===== config.mk =====
export PLATFORM = sky130hd
export DESIGN_NAME = alu_seq
export DESIGN_NICKNAME = d
export VERILOG_FILES = /design/src/rtl/alu_pkg.sv /design/src/rtl/alu_muldiv_iter.sv /design/src/rtl/alu_seq.sv
export SDC_FILE = /design/constraint.sdc
export NUM_CORES = 1
export LEC_CHECK = 0
export CORE_ASPECT_RATIO = 0.8
export CORE_MARGIN = 1
export CORE_UTILIZATION = 39
export DETAILED_ROUTE_END_ITERATION = 10
export PLACE_DENSITY = 0.54
export SYNTH_ARGS = -nofsm -noshare
export SYNTH_HDL_FRONTEND = slang
export SYNTH_SLANG_ARGS = --single-unit

===== constraint.sdc =====
create_clock -name clk -period 9.4 [get_ports clk]
set_input_delay 1.88 -clock clk [delete_from_list [all_inputs] [get_ports clk]]
set_output_delay 1.88 -clock clk [all_outputs]
set_load 0.02 [all_outputs]

===== src/rtl/alu_pkg.sv =====
// Shared opcode encodings, FSM state type and opcode-class helpers for the
// sequential ALU and any decoder that needs to classify operations.
package alu_pkg;

    localparam logic [3:0] OP_ADD   = 4'b0000;
    localparam logic [3:0] OP_SUB   = 4'b0001;
    localparam logic [3:0] OP_AND   = 4'b0010;
    localparam logic [3:0] OP_OR    = 4'b0011;
    localparam logic [3:0] OP_XOR   = 4'b0100;
    localparam logic [3:0] OP_SLT   = 4'b0101;
    localparam logic [3:0] OP_SLTU  = 4'b0110;
    localparam logic [3:0] OP_MUL   = 4'b1000;
    localparam logic [3:0] OP_MULHU = 4'b1001;
    localparam logic [3:0] OP_DIVU  = 4'b1100;
    localparam logic [3:0] OP_REMU  = 4'b1101;

    typedef enum logic [1:0] {
        ST_IDLE = 2'b00,
        ST_CALC = 2'b01,
        ST_DONE = 2'b10
    } state_t;

    // Operations handled by the iterative multiply/divide unit.
    function automatic logic is_iter_op(input logic [3:0] op);
        logic r;
        case (op)
            OP_MUL, OP_MULHU, OP_DIVU, OP_REMU: r = 1'b1;
            default:                            r = 1'b0;
        endcase
        return r;
    endfunction

    // Division-class operations (quotient or remainder).
    function automatic logic is_div_op(input logic [3:0] op);
        logic r;
        case (op)
            OP_DIVU, OP_REMU: r = 1'b1;
            default:          r = 1'b0;
        endcase
        return r;
    endfunction

endpackage


===== src/rtl/alu_muldiv_iter.sv =====
// Iterative unsigned multiply (shift-add) and divide (restoring) unit.
// One iteration per clock; done_o is high during the last iteration and
// result_o then carries the final value, to be captured on that edge.
module alu_muldiv_iter
    import alu_pkg::*;
#(
    parameter int WIDTH = 32,
    parameter int CNT_W = $clog2(WIDTH + 1)
) (
    input  logic             clk,
    input  logic             rst,
    input  logic             start_i,
    input  logic [WIDTH-1:0] a_i,
    input  logic [WIDTH-1:0] b_i,
    input  logic [3:0]       op_i,
    output logic             done_o,
    output logic [WIDTH-1:0] result_o
);

    // hi_q: product high half (MUL) or partial remainder (DIV)
    // lo_q: multiplier / product low half (MUL) or dividend / quotient (DIV)
    // opnd_q: multiplicand (MUL) or divisor (DIV)
    logic             busy_q;
    logic [CNT_W-1:0] cnt_q;
    logic [WIDTH-1:0] hi_q;
    logic [WIDTH-1:0] lo_q;
    logic [WIDTH-1:0] opnd_q;
    logic [3:0]       op_q;

    logic [WIDTH-1:0] hi_d;
    logic [WIDTH-1:0] lo_d;
    logic [WIDTH:0]   add_s;
    logic [WIDTH:0]   shl_s;
    logic [WIDTH:0]   diff_s;
    logic             ge_s;
    logic             last_s;

    assign last_s = busy_q && (cnt_q == CNT_W'(WIDTH - 1));
    assign done_o = last_s;

    // One shift-add or restoring-subtract step, plus result selection.
    always_comb begin
        add_s  = {1'b0, hi_q} + (lo_q[0] ? {1'b0, opnd_q} : {(WIDTH+1){1'b0}});
        shl_s  = {hi_q, lo_q[WIDTH-1]};
        diff_s = shl_s - {1'b0, opnd_q};
        ge_s   = (shl_s >= {1'b0, opnd_q});
        hi_d   = hi_q;
        lo_d   = lo_q;
        if (is_div_op(op_q)) begin
            hi_d = ge_s ? diff_s[WIDTH-1:0] : shl_s[WIDTH-1:0];
            lo_d = {lo_q[WIDTH-2:0], ge_s};
        end else begin
            hi_d = add_s[WIDTH:1];
            lo_d = {add_s[0], lo_q[WIDTH-1:1]};
        end
        case (op_q)
            OP_MUL:   result_o = lo_d;
            OP_MULHU: result_o = hi_d;
            OP_DIVU:  result_o = lo_d;
            OP_REMU:  result_o = hi_d;
            default:  result_o = {WIDTH{1'b0}};
        endcase
    end

    // Operand load on start, then WIDTH iterations while busy.
    always_ff @(posedge clk or posedge rst) begin
        if (rst) begin
            busy_q <= 1'b0;
            cnt_q  <= {CNT_W{1'b0}};
            hi_q   <= {WIDTH{1'b0}};
            lo_q   <= {WIDTH{1'b0}};
            opnd_q <= {WIDTH{1'b0}};
            op_q   <= 4'b0000;
        end else if (start_i) begin
            busy_q <= 1'b1;
            cnt_q  <= {CNT_W{1'b0}};
            hi_q   <= {WIDTH{1'b0}};
            lo_q   <= is_div_op(op_i) ? a_i : b_i;
            opnd_q <= is_div_op(op_i) ? b_i : a_i;
            op_q   <= op_i;
        end else if (busy_q) begin
            hi_q <= hi_d;
            lo_q <= lo_d;
            if (last_s) begin
                busy_q <= 1'b0;
                cnt_q  <= {CNT_W{1'b0}};
            end else begin
                cnt_q <= cnt_q + CNT_W'(1);
            end
        end
    end

endmodule


===== src/rtl/alu_seq.sv =====
// Sequential ALU with valid/ready handshake. Add/sub/logic/compare finish in
// one cycle; multiply/divide run through the iterative sub-unit. Result and
// flags are registered and held until the consumer takes them.
module alu_seq
    import alu_pkg::*;
#(
    parameter int WIDTH = 32,
    parameter int CNT_W = $clog2(WIDTH + 1)
) (
    input  logic             clk,
    input  logic             rst,
    input  logic             in_valid,
    output logic             in_ready,
    input  logic [WIDTH-1:0] a,
    input  logic [WIDTH-1:0] b,
    input  logic [3:0]       op,
    output logic             out_valid,
    input  logic             out_ready,
    output logic [WIDTH-1:0] result,
    output logic             z,
    output logic             n,
    output logic             c,
    output logic             v
);

    state_t           state_q;
    logic             out_valid_q;
    logic [WIDTH-1:0] result_q;
    logic             z_q, n_q, c_q, v_q;

    logic [WIDTH-1:0] b_eff_s;
    logic             cin_s;
    logic [WIDTH:0]   sum_s;
    logic             carry_s;
    logic             ovf_s;
    logic [WIDTH-1:0] alu_res_s;
    logic             alu_c_s;
    logic             alu_v_s;
    logic             div0_s;
    logic             start_s;
    logic             md_done_s;
    logic [WIDTH-1:0] md_res_s;

    assign in_ready  = (state_q == ST_IDLE);
    assign out_valid = out_valid_q;
    assign result    = result_q;
    assign z         = z_q;
    assign n         = n_q;
    assign c         = c_q;
    assign v         = v_q;

    // Single-cycle datapath: shared adder, logic ops and divide-by-zero results.
    always_comb begin
        if (op == OP_ADD) begin
            b_eff_s = b;
            cin_s   = 1'b0;
        end else begin
            b_eff_s = ~b;
            cin_s   = 1'b1;
        end
        sum_s   = {1'b0, a} + {1'b0, b_eff_s} + {{WIDTH{1'b0}}, cin_s};
        carry_s = sum_s[WIDTH];
        ovf_s   = (a[WIDTH-1] == b_eff_s[WIDTH-1]) && (sum_s[WIDTH-1] != a[WIDTH-1]);
        div0_s  = is_div_op(op) && (b == {WIDTH{1'b0}});
        start_s = (state_q == ST_IDLE) && in_valid && is_iter_op(op) && !div0_s;
        alu_res_s = {WIDTH{1'b0}};
        alu_c_s   = 1'b0;
        alu_v_s   = 1'b0;
        case (op)
            OP_ADD, OP_SUB: begin
                alu_res_s = sum_s[WIDTH-1:0];
                alu_c_s   = carry_s;
                alu_v_s   = ovf_s;
            end
            OP_SLT: begin
                alu_res_s = {{(WIDTH-1){1'b0}}, sum_s[WIDTH-1] ^ ovf_s};
                alu_c_s   = carry_s;
                alu_v_s   = ovf_s;
            end
            OP_SLTU: begin
                alu_res_s = {{(WIDTH-1){1'b0}}, ~carry_s};
                alu_c_s   = carry_s;
            end
            OP_AND:  alu_res_s = a & b;
            OP_OR:   alu_res_s = a | b;
            OP_XOR:  alu_res_s = a ^ b;
            OP_DIVU: alu_res_s = {WIDTH{1'b1}};
            OP_REMU: alu_res_s = a;
            default: alu_res_s = {WIDTH{1'b0}};
        endcase
    end

    alu_muldiv_iter #(
        .WIDTH (WIDTH),
        .CNT_W (CNT_W)
    ) u_muldiv (
        .clk      (clk),
        .rst      (rst),
        .start_i  (start_s),
        .a_i      (a),
        .b_i      (b),
        .op_i     (op),
        .done_o   (md_done_s),
        .result_o (md_res_s)
    );

    // Control FSM with registered result, flags and out_valid.
    always_ff @(posedge clk or posedge rst) begin
        if (rst) begin
            state_q     <= ST_IDLE;
            out_valid_q <= 1'b0;
            result_q    <= {WIDTH{1'b0}};
            z_q         <= 1'b0;
            n_q         <= 1'b0;
            c_q         <= 1'b0;
            v_q         <= 1'b0;
        end else begin
            case (state_q)
                ST_IDLE: begin
                    if (in_valid) begin
                        if (start_s) begin
                            state_q <= ST_CALC;
                        end else begin
                            state_q     <= ST_DONE;
                            out_valid_q <= 1'b1;
                            result_q    <= alu_res_s;
                            z_q         <= (alu_res_s == {WIDTH{1'b0}});
                            n_q         <= alu_res_s[WIDTH-1];
                            c_q         <= alu_c_s;
                            v_q         <= alu_v_s;
                        end
                    end
                end
                ST_CALC: begin
                    if (md_done_s) begin
                        state_q     <= ST_DONE;
                        out_valid_q <= 1'b1;
                        result_q    <= md_res_s;
                        z_q         <= (md_res_s == {WIDTH{1'b0}});
                        n_q         <= md_res_s[WIDTH-1];
                        c_q         <= 1'b0;
                        v_q         <= 1'b0;
                    end
                end
                ST_DONE: begin
                    if (out_ready) begin
                        state_q     <= ST_IDLE;
                        out_valid_q <= 1'b0;
                    end
                end
                default: begin
                    state_q     <= ST_IDLE;
                    out_valid_q <= 1'b0;
                end
            endcase
        end
    end

endmodule


# Yosys cells after proc, flatten, opt, wreduce, memory -nomap -nowiden
# Index checks and enable logic that the tools add are counted.
# word_totals
regBits	146
ramBits	0
latchBits	0
elab_cells	128
input_bits	72
rom_bits	0
memories	0
# op_classes
reduce_logical	25
eq_ne	23
n_div	0
addsub	5
bitwise_logic	6
order_cmp	1
n_mul	0
n_mux	55
n_shift	0
# op_table
op	count
32-bit two-way mux	14
32-bit case mux with 8 select lines	1
32-bit case mux with 2 select lines	2
32-bit logical NOT	3
32-bit by 32-bit adder with 33-bit output	2
33-bit by 1-bit adder with 33-bit output	1
33-bit by 32-bit >= comparator with 1-bit output	1
32-bit AND	1
4-bit equality test (second input constant)	8
32-bit inverter	1
32-bit OR	1
32-bit subtractor	1
32-bit XOR	1
1-bit two-way mux	25
6-bit two-way mux	3
4-bit by 3-bit equality test with 1-bit output (second input constant)	3
2-bit OR reduction	5
4-bit by 2-bit equality test with 1-bit output (second input constant)	2
2-bit two-way mux	4
2-bit != test (second input constant)	4
1-bit case mux with 2 select lines	4
4-bit AND reduction	2
4-bit OR reduction	2
6-bit by 1-bit adder with 6-bit output (second input constant)	1
other kinds (17)	23

# Logic depth before layout (Yosys ltp)
# Gate-level depths: netlist of the first run.
# depth
word_depth	12
ltp_mapped	18

# Cells and area by module
# Synthesis of the first run repeated with hierarchy kept, for this count alone.
# unflattened
hier_cells	2144
area_unflattened_um2	16639.7
# by_module_without_submodules
module	instances	cells_each	area_each_um2
alu_muldiv_iter	1	1233	10072.2
alu_seq	1	911	6567.5

# Worst setup path after synthesis of the first run
# Ideal clock, no wire load.
# synth_path
path_kind	input to register
startpoint	in op[1]
endpoint	reg z_q (netlist: z)
setup_time_ns	0.067
path_stages	17
path_buffers	2
path_slack_ns	3.563
arrival_time_ns	5.770
path_cell_list	buf_2 > nor4_4 > buf_1 > xnor2_1 > ha_1 > a211o_1 > a21o_1 > or3_1 > nor2_1 > a2111oi_0 > or3b_2 > a211oi_1 > nand4_1 > nor4_1 > nand4_1 > nor4_1 > a311o_1
# synth_via
elab_chain_cells	12
elab_cells_between_ends	36
classes_between	add/sub (2); eq/ne (13); mux (8); bitwise (2); reduce/logical (11)
# synth_lines
item	line	source
start: declaration	alu_seq.sv:16	input logic [3:0] op,
4-bit logical NOT	alu_seq.sv:54, alu_seq.sv:69	
32-bit two-way mux	alu_seq.sv:54	if (op == OP_ADD) begin
32-bit by 32-bit adder with 33-bit output	alu_seq.sv:61	sum_s = {1'b0, a} + {1'b0, b_eff_s} + {{WIDTH{1'b0}}, cin_s};
33-bit by 1-bit adder with 33-bit output	alu_seq.sv:61	
1-bit != test	alu_seq.sv:63	ovf_s = (a[WIDTH-1] == b_eff_s[WIDTH-1]) && (sum_s[WIDTH-1] != a[WIDTH-1]);
1-bit logical AND	alu_seq.sv:63	
1-bit XOR	alu_seq.sv:76	alu_res_s = {{(WIDTH-1){1'b0}}, sum_s[WIDTH-1] ^ ovf_s};
32-bit case mux with 8 select lines	alu_seq.sv:69	case (op)
32-bit logical NOT	alu_seq.sv:127	z_q <= (alu_res_s == {WIDTH{1'b0}});
1-bit two-way mux	alu_seq.sv:121	if (start_s) begin
1-bit two-way mux	alu_seq.sv:120	if (in_valid) begin
1-bit case mux with 2 select lines	alu_seq.sv:118	case (state_q)
end signal: assignment	alu_seq.sv:127	
end signal: assignment	alu_seq.sv:139	z_q <= (md_res_s == {WIDTH{1'b0}});
end: declaration	alu_seq.sv:29	logic z_q, n_q, c_q, v_q;
# Several ways; a longest one is shown, not always the timed one. The select of a mux whose other input is x is not followed.
# A chain may end at the register's enable or synchronous reset.

# Worst setup path in the final report of the first run
# Same ends and word-level chain as after synthesis.

==> report_table.html, run 1 <==
<table>
<tr><th>Metric</th><th>Value</th></tr>
<tr><th colspan="2">STA</th></tr>
<tr><td>Worst Skew</td><td>0.01985 ns</td></tr>
<tr><td>Worst slew pin tran</td><td>1.250 ns</td></tr>
<tr><td>Setup repair after global routing missed its margin</td><td>no</td></tr>
<tr><td>Setup total negative slack</td><td>0 ns</td></tr>
<tr><td>Timing-limited maximum frequency</td><td>between 0.1 and 0.15 GHz</td></tr>
<tr><td>Final setup violating endpoints</td><td>0</td></tr>
<tr><td>Final cycle utilization of the critical path</td><td>0.7256</td></tr>
<tr><td>Crit path time final</td><td>approximately 6.8 ns</td></tr>
<tr><td>Number of pins with negative max-slew slack in the final report</td><td>0</td></tr>
<tr><td>Hold Violations, Final</td><td>0</td></tr>
<tr><td>Worst Slack Setup Final</td><td>2.579 ns</td></tr>
<tr><td>Worst max-slew margin expressed relative to the limit</td><td>0.1593</td></tr>
<tr><th colspan="2">Synth</th></tr>
<tr><td>Netlist area before placement</td><td>between 15000 and 20000 µm²</td></tr>
<tr><td>Yosys top cell by area</td><td>sky130_fd_sc_hd__dfrtp_1</td></tr>
<tr><td>Sequential-to-total area share from yosys stat</td><td>0.2170</td></tr>
<tr><td>Synthesized netlist cell count</td><td>between 2000 and 2500</td></tr>
<tr><td>Largest cells by area after synthesis</td><td>sky130_fd_sc_hd__dfrtp_1, sky130_fd_sc_hd__ha_1, sky130_fd_sc_hd__nand2_1</td></tr>
<tr><td>Number of synthesized flops with an enable pin</td><td>0</td></tr>
<tr><td>Synthesis Warnings</td><td>0</td></tr>
<tr><td>Net count after synthesis</td><td>between 2000 and 3000</td></tr>
<tr><td>Count of unique library cells instantiated by Yosys</td><td>82</td></tr>
<tr><td>Seq cells post-synth</td><td>~150</td></tr>
<tr><td>Mean area per synthesized cell</td><td>~7 µm²</td></tr>
<tr><td>Leading register cell type out of synthesis</td><td>sky130_fd_sc_hd__dfrtp_1</td></tr>
<tr><td>Fraction of registers with async set/reset</td><td>1.000</td></tr>
<tr><td>Area share of the largest cell type after synthesis</td><td>0.2170</td></tr>
<tr><th colspan="2">Global route</th></tr>
<tr><td>Antenna violations before repair</td><td>1</td></tr>
<tr><td>Largest net degree at the start of global routing</td><td>172</td></tr>
<tr><td>Aggregate global routing overflow</td><td>0</td></tr>
<tr><td>Via count of the first global-routing pass</td><td>16450</td></tr>
<tr><td>Total routing resource utilization after global routing</td><td>0.3133</td></tr>
<tr><td>First-pass GRT wire length</td><td>about 100 mm</td></tr>
<tr><th colspan="2">Final layout</th></tr>
<tr><td>Most frequent standard cell in the layout excluding fill and tap cells</td><td>sky130_fd_sc_hd__nand2_1</td></tr>
<tr><td>Post-route design area</td><td>18730 µm²</td></tr>
<tr><td>Final instance count without filler cells</td><td>slightly below 3000</td></tr>
<tr><td>Fin nets</td><td>roughly 2600</td></tr>
<tr><td>Fill cells</td><td>roughly 4300</td></tr>
<tr><td>Share of post-route cells with drive strength above 1</td><td>0.04670</td></tr>
<tr><td>Area Overhead vs Synth</td><td>12.01%</td></tr>
<tr><td>Commonest cells after routing, fill and taps aside</td><td>sky130_fd_sc_hd__nand2_1, sky130_fd_sc_hd__nor2_1, sky130_fd_sc_hd__a21oi_1, sky130_fd_sc_hd__o21ai_0, sky130_fd_sc_hd__ha_1</td></tr>
<tr><th colspan="2">Critical path</th></tr>
<tr><td>Worst stage delay on the critical path</td><td>approximately 0.77 ns</td></tr>
<tr><td>RR Startpoint</td><td>u_muldiv.opnd_q[13]</td></tr>
<tr><td>Library cell contributing the largest single delay on the critical path</td><td>sky130_fd_sc_hd__clkdlybuf4s50_1</td></tr>
<tr><td>CP startpoint kind</td><td>input port</td></tr>
<tr><td>Worst path required time</td><td>between 9 and 10 ns</td></tr>
<tr><td>R2r setup slk</td><td>3.74 ns</td></tr>
<tr><td>Peak fanout along the critical path</td><td>18</td></tr>
<tr><td>Worst R2R End</td><td>z</td></tr>
<tr><td>R2R depth</td><td>14</td></tr>
<tr><td>Worst path arrival time</td><td>7.22 ns</td></tr>
<tr><td>Worst setup path startpoint</td><td>op[1]</td></tr>
<tr><td>Type of destination of the critical path</td><td>flop</td></tr>
<tr><td>Critical path class</td><td>in2reg</td></tr>
<tr><td>Cells traversed along the worst timing path</td><td>clkdlybuf4s50_1, nor4_4, buf_4, xnor2_1, ha_1, o211ai_1, or3_1, o22ai_2, a21oi_1, o2111ai_1, or3b_2, a211oi_1, nand4_1, nor4_1, nand4_1, nor4_1, a311o_1</td></tr>
<tr><th colspan="2">Pwr</th></tr>
<tr><td>Leakage power of the design</td><td>about 8.2 nW</td></tr>
<tr><td>Switch Pwr</td><td>between 0.004 and 0.005 W</td></tr>
<tr><td>Maximum vdd ir drop</td><td>approximately 0.15 mV</td></tr>
<tr><td>Switching power share of the total</td><td>0.5637</td></tr>
<tr><td>Sequential share of power</td><td>0.167</td></tr>
<tr><td>Combinational share of power</td><td>0.743</td></tr>
<tr><td>Internal power</td><td>0.003572 W</td></tr>
<tr><td>Final Total Pwr</td><td>between 0.008 and 0.009 W</td></tr>
<tr><td>Power density of the placed cells</td><td>~440 nW/µm²</td></tr>
<tr><td>Clock network power share</td><td>0.090</td></tr>
<tr><th colspan="2">Clock tree</th></tr>
<tr><td>Count of instances resized after the clock tree is built</td><td>0</td></tr>
<tr><td>Hold_buf cts</td><td>0</td></tr>
<tr><td>Clock net sink count</td><td>approximately 150</td></tr>
<tr><td>CTS tree</td><td>yes</td></tr>
<tr><td>Setup Buffers After CTS</td><td>0</td></tr>
<tr><td>CTS H-tree depth</td><td>4</td></tr>
<tr><td>Clock insertion delay at the later pin of the skew report</td><td>0.47 ns</td></tr>
<tr><td>Max Root-Sink Buffers</td><td>2</td></tr>
<tr><td>Buffer type at the clock tree root</td><td>sky130_fd_sc_hd__clkbuf_16</td></tr>
<tr><td>Clock transition time at the flip-flop clock pins of the worst setup and hold paths</td><td>around 0.080 ns</td></tr>
<tr><td>Inserted Clock Buffers</td><td>17</td></tr>
<tr><th colspan="2">Die</th></tr>
<tr><td>Die Footprint</td><td>about 44000 µm²</td></tr>
<tr><td>Count of boundary I/O pins</td><td>110</td></tr>
<tr><td>Die W</td><td>approximately 230 µm</td></tr>
<tr><td>Core Box Area</td><td>approximately 42000 µm²</td></tr>
<tr><td>Standard-cell row count</td><td>67</td></tr>
<tr><td>Die Height</td><td>187.2 µm</td></tr>
<tr><td>Starting Density</td><td>0.3973</td></tr>
<tr><th colspan="2">Placement</th></tr>
<tr><td>Worst setup timing slack at the placement stage</td><td>about 2.2 ns</td></tr>
<tr><td>IO buf count</td><td>between 100 and 150</td></tr>
<tr><td>Routability cong.</td><td>roughly 0.93</td></tr>
<tr><td>Detailed placer's ending HPWL</td><td>51.12 mm</td></tr>
<tr><td>Placed cells</td><td>2854</td></tr>
<tr><td>Placed cell area</td><td>between 15000 and 20000 µm²</td></tr>
<tr><th colspan="2">Routing</th></tr>
<tr><td>Iteration count of the initial detailed-routing pass</td><td>5</td></tr>
<tr><td>Number of design-rule violations left by the first detailed-router iteration</td><td>2086</td></tr>
<tr><td>Final wirelength</td><td>between 60 and 70 mm</td></tr>
<tr><td>Routed Antenna Nets</td><td>0</td></tr>
<tr><td>DR WL/cell</td><td>between 20 and 25 µm</td></tr>
<tr><td>DR DRC count</td><td>0</td></tr>
<tr><td>Via total after detailed routing</td><td>between 15000 and 20000</td></tr>
<tr><td>Via density per instance</td><td>6.114</td></tr>
<tr><th colspan="2">Worst hold path</th></tr>
<tr><td>Worst hold path depth</td><td>1</td></tr>
<tr><td>Worst Hold Path EP</td><td>u_muldiv.op_q[3]</td></tr>
<tr><td>Hold path startpoint</td><td>u_muldiv.op_q[3]</td></tr>
<tr><td>Class of the worst hold path</td><td>reg2reg</td></tr>
<tr><th colspan="2">Flow run</th></tr>
<tr><td>Reported max-cap violation count</td><td>0</td></tr>
<tr><th colspan="2">Outcome</th></tr>
<tr><td>Result of the run</td><td>finished clean</td></tr>
</table>
[cells in the mapped netlist (all sizes together) (6+ instances only)]
cell,n
dfrtp,145
nand4,32
nand3,31
mux2,15
or2,9
o211ai,47
a221oi,7
and3,14
o21a,23
a211oi,32
or3,16
nand2,334
o22ai,11
o31ai,8
a21o,32
nor4,26
inv,128
o21ai,176
buf,33
o221ai,9
nor2b,14
ha,162
nand2b,16
a31oi,107
nor2,235
o21bai,7
nand3b,6
and2,40
clkbuf,121
a22oi,10
mux2i,53
nor3,35
xnor2,79
o2111ai,10
a21oi,191
xor2,32
[kinds of logic (layout without fill, tap and decap cells)]
family                     Yosys count  count (layout)  share of synthesized area
AOI/OAI and AO/OA                  720             720                     0.2677
xor gates and xnor gates           111             111                    0.05814
adders and majority gates          165             165                     0.1248
buffers and inverters              282             296                    0.06585
DFF                                145             145                     0.2170
muxes                               68              68                    0.04183
other                                0               1                          0
and+or+nand+nor                    829             829                     0.2247
[area by class of cell]
type	instances	area [µm²]	share of cell area
Clock inverter	15	172.7	0.009219
Sequential cell	145	3633	0.1940
Clock buffer	17	425.4	0.02271
Tap cell	552	690.7	0.03688
Inverter	128	485.5	0.02592
Multi-Input combinational cell	1893	12020	0.6417
Antenna cell	1	2.502	0.0001336
Timing Repair Buffer	136	1301	0.06948
[how the worst max path moves through the flow]
stage | endpoint | cells past startpoint
final | z | 17
after floorplan | z | 17
after global routing | z | 17
after detailed placement | z | 17
after global placement | z | 17
after CTS | z | 17
[power groups by stage]
stage          combinational (W)  sequential, W  clock [W]
5_1_grt                  0.00666        0.00139   0.000771
6_report                 0.00608        0.00136   0.000739
4_1_cts                  0.00596        0.00135   0.000750
2_1_floorplan            0.00414        0.00123          0
3_5_place_dp             0.00592        0.00135          0
3_3_place_gp             0.00590        0.00135          0
[flip-flops by register name, indices dropped and copies added, names as in the netlist]
name / count
result: 32
z: 1
v: 1
state_q: 2
out_valid: 1
u_muldiv.hi_q: 32
u_muldiv.opnd_q: 32
u_muldiv.lo_q: 32
u_muldiv.busy_q: 1
u_muldiv.op_q: 4
c: 1
u_muldiv.cnt_q: 6
[metrics by stage]
step	util	hold slack, ns
3_5_place_dp	0.4308	0.4466
3_3_place_gp	0.4308	0.4470
6_report	0.4451	0.4684
5_1_grt	0.4450	0.4825
4_1_cts	0.4450	0.4689
2_1_floorplan	-	0.4308
[critical path, delay by kind of cell]
| kind | cells | cell delay (ns) |
|---|---|---|
| and+or+nand+nor | 7 | 2.55 |
| AOI/OAI and AO/OA | 6 | 1.19 |
| buffers and inverters | 2 | 1.11 |
| adders and majority gates | 1 | 0.36 |
| xor gates and xnor gates | 1 | 0.11 |
[per-layer routing]
| metal | wire, µm | GRT usage | up-vias |
|---|---|---|---|
| met5 | 11 | 0 | - |
| met4 | 1010 | 0.06169 | 2 |
| met3 | 5975 | 0.06829 | 70 |
| met2 | 27960 | 0.4430 | 737 |
| met1 | 33200 | 0.4804 | 8568 |
| li1 | - | - | 8274 |
(Power assumes the default switching activity.)
==> inputs of run 2 (changes only) <==
Clock period 9.4 ns to 6.3 ns, I/O delays scaled along.
==> run 2 against run 1 <==
Against the previous run:
- cell area grew 0.88%
- worst setup slack lost 1.9 ns
- count of clock-buffer cells in the layout grew 2
- die area is the same
- routed wire length fell by 1.0%
==> report_table.html, run 2 (synthesis gave the netlist of run 1 again) <==
<table>
<tr><th>Metric</th><th>Value</th></tr>
<tr><th colspan="2">Outcome</th></tr>
<tr><td>Result of the run</td><td>finished clean (unchanged)</td></tr>
<tr><th colspan="2">Final layout</th></tr>
<tr><td>Fin nets</td><td>2579 (was 2558)</td></tr>
<tr><td>Post-route design area</td><td>18890 µm² (was 18730 µm²)</td></tr>
<tr><td>Antenna fix cells</td><td>0 (was 1)</td></tr>
<tr><td>Most frequent standard cell in the layout excluding fill and tap cells</td><td>sky130_fd_sc_hd__nand2_1 (unchanged)</td></tr>
<tr><td>Area Overhead vs Synth</td><td>12.99% (was 12.01%)</td></tr>
<tr><td>Commonest cells after routing, fill and taps aside</td><td>sky130_fd_sc_hd__nand2_1, sky130_fd_sc_hd__nor2_1, sky130_fd_sc_hd__a21oi_1, sky130_fd_sc_hd__o21ai_0, sky130_fd_sc_hd__ha_1 (unchanged)</td></tr>
<tr><td>Share of post-route cells with drive strength above 1</td><td>0.05478 (was 0.04670)</td></tr>
<tr><th colspan="2">Clock tree</th></tr>
<tr><td>Buffer type at the clock tree root</td><td>sky130_fd_sc_hd__clkbuf_16 (unchanged)</td></tr>
<tr><td>CTS H-tree depth</td><td>4 (unchanged)</td></tr>
<tr><td>Clock transition time at the flip-flop clock pins of the worst setup and hold paths</td><td>0.07 ns (was 0.08 ns)</td></tr>
<tr><td>Setup Buffers After CTS</td><td>0 (unchanged)</td></tr>
<tr><td>Hold_buf cts</td><td>0 (unchanged)</td></tr>
<tr><td>CTS tree</td><td>yes (unchanged)</td></tr>
<tr><td>Clock net sink count</td><td>145 (unchanged)</td></tr>
<tr><td>Clock insertion delay at the later pin of the skew report</td><td>0.46 ns (was 0.47 ns)</td></tr>
<tr><td>Max Root-Sink Buffers</td><td>2 (unchanged)</td></tr>
<tr><td>Count of instances resized after the clock tree is built</td><td>0 (unchanged)</td></tr>
<tr><td>Inserted Clock Buffers</td><td>17 (unchanged)</td></tr>
<tr><th colspan="2">Placement</th></tr>
<tr><td>Detailed placer's ending HPWL</td><td>50.96 mm (was 51.12 mm)</td></tr>
<tr><td>IO buf count</td><td>109 (unchanged)</td></tr>
<tr><td>Placed cell area</td><td>18300 µm² (was 18130 µm²)</td></tr>
<tr><td>Routability cong.</td><td>0.9643 (was 0.9305)</td></tr>
<tr><th colspan="2">STA</th></tr>
<tr><td>Final cycle utilization of the critical path</td><td>0.8965</td></tr>
<tr><td>Final setup violating endpoints</td><td>0 (unchanged)</td></tr>
<tr><td>Setup total negative slack</td><td>0 ns (unchanged)</td></tr>
<tr><td>Timing-limited maximum frequency</td><td>0.1771 GHz</td></tr>
<tr><td>Worst slew pin tran</td><td>1.203 ns (was 1.250 ns)</td></tr>
<tr><td>Number of pins with negative max-slew slack in the final report</td><td>0 (unchanged)</td></tr>
<tr><td>Setup repair after global routing missed its margin</td><td>no (unchanged)</td></tr>
<tr><td>Crit path time final</td><td>5.648 ns</td></tr>
<tr><td>Hold Violations, Final</td><td>0 (unchanged)</td></tr>
<tr><td>Worst max-slew margin expressed relative to the limit</td><td>0.1977 (was 0.1593)</td></tr>
<tr><td>Worst Skew</td><td>0.01094 ns (was 0.01985 ns)</td></tr>
<tr><th colspan="2">Worst hold path</th></tr>
<tr><td>Class of the worst hold path</td><td>reg2reg (unchanged)</td></tr>
<tr><th colspan="2">Critical path</th></tr>
<tr><td>Worst stage delay on the critical path</td><td>0.49 ns (was 0.77 ns)</td></tr>
<tr><td>Worst setup path startpoint</td><td>op[3] (was op[1])</td></tr>
<tr><td>Worst setup path end</td><td>z (unchanged)</td></tr>
<tr><td>Library cell contributing the largest single delay on the critical path</td><td>sky130_fd_sc_hd__or3b_2 (was sky130_fd_sc_hd__clkdlybuf4s50_1)</td></tr>
<tr><td>Worst path arrival time</td><td>6.04 ns (was 7.22 ns)</td></tr>
<tr><td>RR Startpoint</td><td>u_muldiv.lo_q[0] (was u_muldiv.opnd_q[13])</td></tr>
<tr><td>Type of destination of the critical path</td><td>flop (unchanged)</td></tr>
<tr><td>R2R depth</td><td>16 (was 14)</td></tr>
<tr><td>Cells traversed along the worst timing path</td><td>clkdlybuf4s50_1, nor4_4, buf_12, xnor2_1, ha_1, o211ai_1, or3_1, o22ai_2, a21oi_1, o2111ai_1, or3b_2, a211oi_1, nand4_1, nor4_1, nand4_1, nor4_1, a311o_1 (was clkdlybuf4s50_1, nor4_4, buf_4, xnor2_1, ha_1, o211ai_1, or3_1, o22ai_2, a21oi_1, o2111ai_1, or3b_2, a211oi_1, nand4_1, nor4_1, nand4_1, nor4_1, a311o_1)</td></tr>
<tr><td>R2r setup slk</td><td>0.84 ns (was 3.74 ns)</td></tr>
<tr><td>Peak fanout along the critical path</td><td>34 (was 18)</td></tr>
<tr><td>Worst path required time</td><td>6.69 ns (was 9.80 ns)</td></tr>
<tr><td>Worst R2R End</td><td>z (unchanged)</td></tr>
<tr><td>CP startpoint kind</td><td>input port (unchanged)</td></tr>
<tr><td>Critical path class</td><td>in2reg (unchanged)</td></tr>
<tr><th colspan="2">Die</th></tr>
<tr><td>Count of boundary I/O pins</td><td>110 (unchanged)</td></tr>
<tr><td>Core Box Area</td><td>42080 µm² (unchanged)</td></tr>
<tr><td>Die Footprint</td><td>43710 µm² (unchanged)</td></tr>
<tr><td>Die W</td><td>233.5 µm (unchanged)</td></tr>
<tr><td>Standard-cell row count</td><td>67 (unchanged)</td></tr>
<tr><td>Die Height</td><td>187.2 µm (unchanged)</td></tr>
<tr><td>Starting Density</td><td>0.3973 (unchanged)</td></tr>
<tr><th colspan="2">Routing</th></tr>
<tr><td>Via density per instance</td><td>6.126 (was 6.114)</td></tr>
<tr><td>Routed Antenna Nets</td><td>0 (unchanged)</td></tr>
<tr><td>Final wirelength</td><td>67.46 mm (was 68.16 mm)</td></tr>
<tr><td>Via total after detailed routing</td><td>17810 (was 17650)</td></tr>
<tr><td>Iteration count of the initial detailed-routing pass</td><td>6 (was 5)</td></tr>
<tr><td>DR DRC count</td><td>0 (unchanged)</td></tr>
<tr><td>Number of design-rule violations left by the first detailed-router iteration</td><td>1882 (was 2086)</td></tr>
<tr><td>DR WL/cell</td><td>23.20 µm (was 23.61 µm)</td></tr>
<tr><th colspan="2">Pwr</th></tr>
<tr><td>Maximum vdd ir drop</td><td>0.2459 mV (was 0.1486 mV)</td></tr>
<tr><td>Power density of the placed cells</td><td>646.6 nW/µm² (was 437.1 nW/µm²)</td></tr>
<tr><td>Final Total Pwr</td><td>0.01222 W (was 0.008186 W)</td></tr>
<tr><td>Leakage power of the design</td><td>8.320 nW (was 8.209 nW)</td></tr>
<tr><th colspan="2">Global route</th></tr>
<tr><td>First-pass GRT wire length</td><td>101.3 mm (was 103.9 mm)</td></tr>
<tr><td>Largest net degree at the start of global routing</td><td>96 (was 172)</td></tr>
<tr><td>Total routing resource utilization after global routing</td><td>0.3050 (was 0.3133)</td></tr>
<tr><td>Antenna violations before repair</td><td>0 (was 1)</td></tr>
<tr><td>Aggregate global routing overflow</td><td>0 (unchanged)</td></tr>
<tr><td>Via count of the first global-routing pass</td><td>16200 (was 16450)</td></tr>
<tr><th colspan="2">Flow run</th></tr>
<tr><td>Reported max-cap violation count</td><td>0 (unchanged)</td></tr>
</table>
-- run 2: through the flow --
step / utilization / std cells / setup WS [ns] / hold slack [ns]
final: 0.4490 / 2907 / 0.6519 / 0.4669
after global routing: 0.4490 / 2907 / 0.3522 / 0.4913
after CTS: 0.4490 / 2907 / 0.7145 / 0.4671
after detailed placement: 0.4348 / 2875 / 0.2519 / 0.4520
after global placement: 0.4348 / 2875 / 0.3636 / 0.4462
after floorplan: - / 2320 / 1.083 / 0.4308
-- run 2: per-layer routing --
layer,track usage,vias up,wire [µm],share of wire
li1,-,8344,-,-
met1,0.4867,8581,33460,0.50
met2,0.4228,821,27230,0.40
met3,0.04802,62,5761,0.085
met4,0.05919,0,1001,0.015
met5,0,-,0,0
-- run 2: worst max-delay path: cells and delay by family --
family | cells | cell delay (ns)
AOI/OAI and AO/OA | 6 | 1.24
and+or+nand+nor | 7 | 2.32
buffers and inverters | 2 | 0.75
xor gates and xnor gates | 1 | 0.10
adders and majority gates | 1 | 0.36
-- run 2: cell type report --
| class | count | area (µm²) |
|---|---|---|
| fill | 4334 | 23190 |
| multi-input combinational | 1893 | 12020 |
| sequential | 145 | 3633 |
| timing repair buffer | 157 | 1471 |
| tap | 552 | 690.7 |
| inverter | 128 | 485.5 |
| clock buffer | 19 | 442.9 |
| clock inverter | 13 | 151.4 |
-- run 2: report_power, final --
group | total, W | internal, W | leakage [nW] | switching [W]
Clock | 0.00109 | 0.000603 | 0.289 | 0.000487
Sequential | 0.00203 | 0.00142 | 1.72 | 0.000606
Combinational | 0.00910 | 0.00337 | 6.31 | 0.00573
Total | 0.0122 | 0.00539 | 8.32 | 0.00682
-- run 2: worst min path at each step --
stage                     start          endpoint  slack [ns]  cells past startpoint
3_3_place_gp   u_muldiv.op_q[3]  u_muldiv.op_q[3]        0.45                      1
2_1_floorplan  u_muldiv.op_q[3]  u_muldiv.op_q[3]        0.43                      1
4_1_cts        u_muldiv.op_q[3]  u_muldiv.op_q[3]        0.47                      1
6_report       u_muldiv.op_q[3]  u_muldiv.op_q[3]        0.47                      1
3_5_place_dp   u_muldiv.op_q[3]  u_muldiv.op_q[3]        0.45                      1
5_1_grt        u_muldiv.op_q[3]  u_muldiv.op_q[3]        0.49                      1
==> inputs of run 3 (changes only) <==
Settings changed: CORE_MARGIN 1 to 3, MAX_ROUTING_LAYER set to met4.
==> run 3 against run 2 <==
Against the previous run:
- first-iteration DRC count up 20%
- sequential cell count stayed put
- combinational power barely moved
- clock skew rose by 0.0039 ns
- cell area increased by 0.21%
- non-clock buffer count increased by 7
- hold slack got worse by 0.0034 ns
- count of clock-buffer cells in the layout fell by 1
- global-route usage is 0.082 points lower
- clock power barely moved
- via count decreased by 0.81%
- routed wire length up 0.39%
- critical path type unchanged
- highest routed layer unchanged
==> report_table.html, run 3 (synthesis gave the netlist of run 1 again) <==
<table>
<tr><th>Metric</th><th>Value</th></tr>
<tr><th colspan="2">STA</th></tr>
<tr><td>Timing-limited maximum frequency</td><td>0.1758 GHz (was 0.1771 GHz)</td></tr>
<tr><td>Worst max-slew margin expressed relative to the limit</td><td>0.2097 (was 0.1977)</td></tr>
<tr><td>Final cycle utilization of the critical path</td><td>0.9029 (was 0.8965)</td></tr>
<tr><td>Number of pins with negative max-slew slack in the final report</td><td>0 (unchanged)</td></tr>
<tr><td>Final setup violating endpoints</td><td>0 (unchanged)</td></tr>
<tr><td>Setup repair after global routing missed its margin</td><td>no (unchanged)</td></tr>
<tr><td>Crit path time final</td><td>5.688 ns (was 5.648 ns)</td></tr>
<tr><td>Worst Skew</td><td>0.01489 ns (was 0.01094 ns)</td></tr>
<tr><td>Hold Violations, Final</td><td>0 (unchanged)</td></tr>
<tr><td>Worst slew pin tran</td><td>1.181 ns (was 1.203 ns)</td></tr>
<tr><td>Setup total negative slack</td><td>0 ns (unchanged)</td></tr>
<tr><th colspan="2">Global route</th></tr>
<tr><td>Largest net degree at the start of global routing</td><td>98 (was 96)</td></tr>
<tr><td>Aggregate global routing overflow</td><td>0 (unchanged)</td></tr>
<tr><td>Total routing resource utilization after global routing</td><td>0.3042 (was 0.3050)</td></tr>
<tr><td>First-pass GRT wire length</td><td>102.9 mm (was 101.3 mm)</td></tr>
<tr><td>Via count of the first global-routing pass</td><td>16370 (was 16200)</td></tr>
<tr><td>Antenna violations before repair</td><td>0 (unchanged)</td></tr>
<tr><th colspan="2">Critical path</th></tr>
<tr><td>Worst stage delay on the critical path</td><td>0.56 ns (was 0.49 ns)</td></tr>
<tr><td>R2R depth</td><td>16 (unchanged)</td></tr>
<tr><td>RR Startpoint</td><td>u_muldiv.lo_q[0] (unchanged)</td></tr>
<tr><td>Worst path required time</td><td>6.69 ns (about the same)</td></tr>
<tr><td>Worst R2R End</td><td>z (unchanged)</td></tr>
<tr><td>Type of destination of the critical path</td><td>flop (unchanged)</td></tr>
<tr><td>Peak fanout along the critical path</td><td>34 (unchanged)</td></tr>
<tr><td>Critical path class</td><td>in2reg (unchanged)</td></tr>
<tr><td>Library cell contributing the largest single delay on the critical path</td><td>sky130_fd_sc_hd__a2111oi_0 (was sky130_fd_sc_hd__or3b_2)</td></tr>
<tr><td>CP startpoint kind</td><td>input port (unchanged)</td></tr>
<tr><td>Worst path arrival time</td><td>6.08 ns (was 6.04 ns)</td></tr>
<tr><td>Cells traversed along the worst timing path</td><td>clkdlybuf4s50_1, nor4_4, buf_12, xnor2_1, inv_1, fa_1, nand3b_1, a21oi_1, o21a_1, o21a_1, o21a_1, o31ai_1, a2111oi_0, nand4_1, nor4_1, nand4_1, nor4_1, a311o_1 (was clkdlybuf4s50_1, nor4_4, buf_12, xnor2_1, ha_1, o211ai_1, or3_1, o22ai_2, a21oi_1, o2111ai_1, or3b_2, a211oi_1, nand4_1, nor4_1, nand4_1, nor4_1, a311o_1)</td></tr>
<tr><td>Cell repeated most along the worst path</td><td>sky130_fd_sc_hd__o21a_1</td></tr>
<tr><td>R2r setup slk</td><td>1.08 ns (was 0.84 ns)</td></tr>
<tr><th colspan="2">Clock tree</th></tr>
<tr><td>Clock insertion delay at the later pin of the skew report</td><td>0.46 ns (about the same)</td></tr>
<tr><td>CTS H-tree depth</td><td>4 (unchanged)</td></tr>
<tr><td>Setup Buffers After CTS</td><td>0 (unchanged)</td></tr>
<tr><td>Buffer type at the clock tree root</td><td>sky130_fd_sc_hd__clkbuf_16 (unchanged)</td></tr>
<tr><td>Max Root-Sink Buffers</td><td>2 (unchanged)</td></tr>
<tr><td>Inserted Clock Buffers</td><td>17 (unchanged)</td></tr>
<tr><td>Clock transition time at the flip-flop clock pins of the worst setup and hold paths</td><td>0.08 ns (was 0.07 ns)</td></tr>
<tr><td>CTS tree</td><td>yes (unchanged)</td></tr>
<tr><td>Hold_buf cts</td><td>0 (unchanged)</td></tr>
<tr><td>Count of instances resized after the clock tree is built</td><td>0 (unchanged)</td></tr>
<tr><td>Clock net sink count</td><td>145 (unchanged)</td></tr>
<tr><th colspan="2">Die</th></tr>
<tr><td>Starting Density</td><td>0.3973 (unchanged)</td></tr>
<tr><td>Die Footprint</td><td>45410 µm² (was 43710 µm²)</td></tr>
<tr><td>Core Box Area</td><td>42080 µm² (unchanged)</td></tr>
<tr><td>Die W</td><td>237.5 µm (was 233.5 µm)</td></tr>
<tr><td>Standard-cell row count</td><td>67 (unchanged)</td></tr>
<tr><td>Count of boundary I/O pins</td><td>110 (unchanged)</td></tr>
<tr><td>Die Height</td><td>191.2 µm (was 187.2 µm)</td></tr>
<tr><th colspan="2">Routing</th></tr>
<tr><td>Via density per instance</td><td>6.061 (was 6.126)</td></tr>
<tr><td>Routed Antenna Nets</td><td>0 (unchanged)</td></tr>
<tr><td>Iteration count of the initial detailed-routing pass</td><td>5 (was 6)</td></tr>
<tr><td>Final wirelength</td><td>67.72 mm (was 67.46 mm)</td></tr>
<tr><td>DR DRC count</td><td>0 (unchanged)</td></tr>
<tr><td>Via total after detailed routing</td><td>17660 (was 17810)</td></tr>
<tr><td>Number of design-rule violations left by the first detailed-router iteration</td><td>2259 (was 1882)</td></tr>
<tr><td>DR WL/cell</td><td>23.24 µm (was 23.20 µm)</td></tr>
<tr><th colspan="2">Worst hold path</th></tr>
<tr><td>Class of the worst hold path</td><td>reg2reg (unchanged)</td></tr>
<tr><td>Worst Hold Path EP</td><td>u_muldiv.op_q[3] (unchanged)</td></tr>
<tr><td>Worst hold path depth</td><td>1 (unchanged)</td></tr>
<tr><td>Hold path startpoint</td><td>u_muldiv.op_q[3] (unchanged)</td></tr>
<tr><th colspan="2">Final layout</th></tr>
<tr><td>Fill cells</td><td>4308 (was 4334)</td></tr>
<tr><td>Multi-input combinational cell area</td><td>12020 µm² (unchanged)</td></tr>
<tr><td>Fin nets</td><td>2586 (was 2579)</td></tr>
<tr><td>Antenna fix cells</td><td>0 (unchanged)</td></tr>
<tr><td>Most frequent standard cell in the layout excluding fill and tap cells</td><td>sky130_fd_sc_hd__nand2_1 (unchanged)</td></tr>
<tr><td>Storage cell area</td><td>3633 µm² (unchanged)</td></tr>
<tr><td>Share of post-route cells with drive strength above 1</td><td>0.05800 (was 0.05478)</td></tr>
<tr><td>Area Overhead vs Synth</td><td>13.23% (was 12.99%)</td></tr>
<tr><td>Commonest cells after routing, fill and taps aside</td><td>sky130_fd_sc_hd__nand2_1, sky130_fd_sc_hd__nor2_1, sky130_fd_sc_hd__a21oi_1, sky130_fd_sc_hd__o21ai_0, sky130_fd_sc_hd__ha_1 (unchanged)</td></tr>
<tr><th colspan="2">Pwr</th></tr>
<tr><td>Final Total Pwr</td><td>0.01221 W (was 0.01222 W)</td></tr>
<tr><td>Maximum vdd ir drop</td><td>0.2473 mV (was 0.2459 mV)</td></tr>
<tr><td>Leakage power of the design</td><td>8.353 nW (was 8.320 nW)</td></tr>
<tr><td>Power density of the placed cells</td><td>644.9 nW/µm² (was 646.6 nW/µm²)</td></tr>
<tr><th colspan="2">Placement</th></tr>
<tr><td>Routability cong.</td><td>0.9371 (was 0.9643)</td></tr>
<tr><td>IO buf count</td><td>109 (unchanged)</td></tr>
<tr><td>Detailed placer's ending HPWL</td><td>51.42 mm (was 50.96 mm)</td></tr>
<tr><th colspan="2">Outcome</th></tr>
<tr><td>Result of the run</td><td>finished clean (unchanged)</td></tr>
<tr><th colspan="2">Flow run</th></tr>
<tr><td>Reported max-cap violation count</td><td>0 (unchanged)</td></tr>
</table>
## run 3: worst max path at each step
stage	slack (ns)	start	end	depth (start not counted)
2_1_floorplan	1.08	op[1]	z	17
3_3_place_gp	0.22	op[3]	z	18
3_5_place_dp	0.12	op[3]	z	18
4_1_cts	0.60	op[3]	z	18
5_1_grt	0.30	op[3]	z	18
6_report	0.61	op[3]	z	18
## run 3: per-stage QoR
stage	worst slack, ns	cell area, µm²	std cells	hold WS, ns	utilization
finish	0.6120	18930	2914	0.4635	0.4499
global route	0.2973	18930	2914	0.4739	0.4499
CTS	0.6038	18930	2914	0.4642	0.4499
detailed placement	0.1204	18350	2882	0.4458	0.4361
global placement	0.2172	18350	2882	0.4474	0.4361
floorplan	1.083	16720	2320	0.4308	-
## run 3: layout make-up
class / count / area share
inverter: 128 / 0.02564
sequential: 145 / 0.1919
clock inverter: 14 / 0.007534
clock buffer: 18 / 0.02320
multi-input combinational: 1893 / 0.6347
timing repair buffer: 164 / 0.08049
tap: 552 / 0.03648
## run 3: worst max-delay path, delay by kind of cell
family	cells	cell delay [ns]
xor+xnor	1	0.18
fa+ha+maj	1	0.43
simple gates	6	1.74
compound gates	7	1.63
buf+inv	3	0.83
## run 3: power breakdown
part | internal (W) | switching (W)
Combinational | 0.00340 | 0.00569
Sequential | 0.00142 | 0.000611
Clock | 0.000570 | 0.000514
## run 3: layer usage
layer	GRT usage	up-vias	routed length (µm)	share of wire
met3	0.03793	54	5037	0.074
met5	-	-	0	0
met4	0.05098	0	826	0.012
li1	-	8347	-	-
met2	0.4277	708	27860	0.41
met1	0.4671	8554	33990	0.50
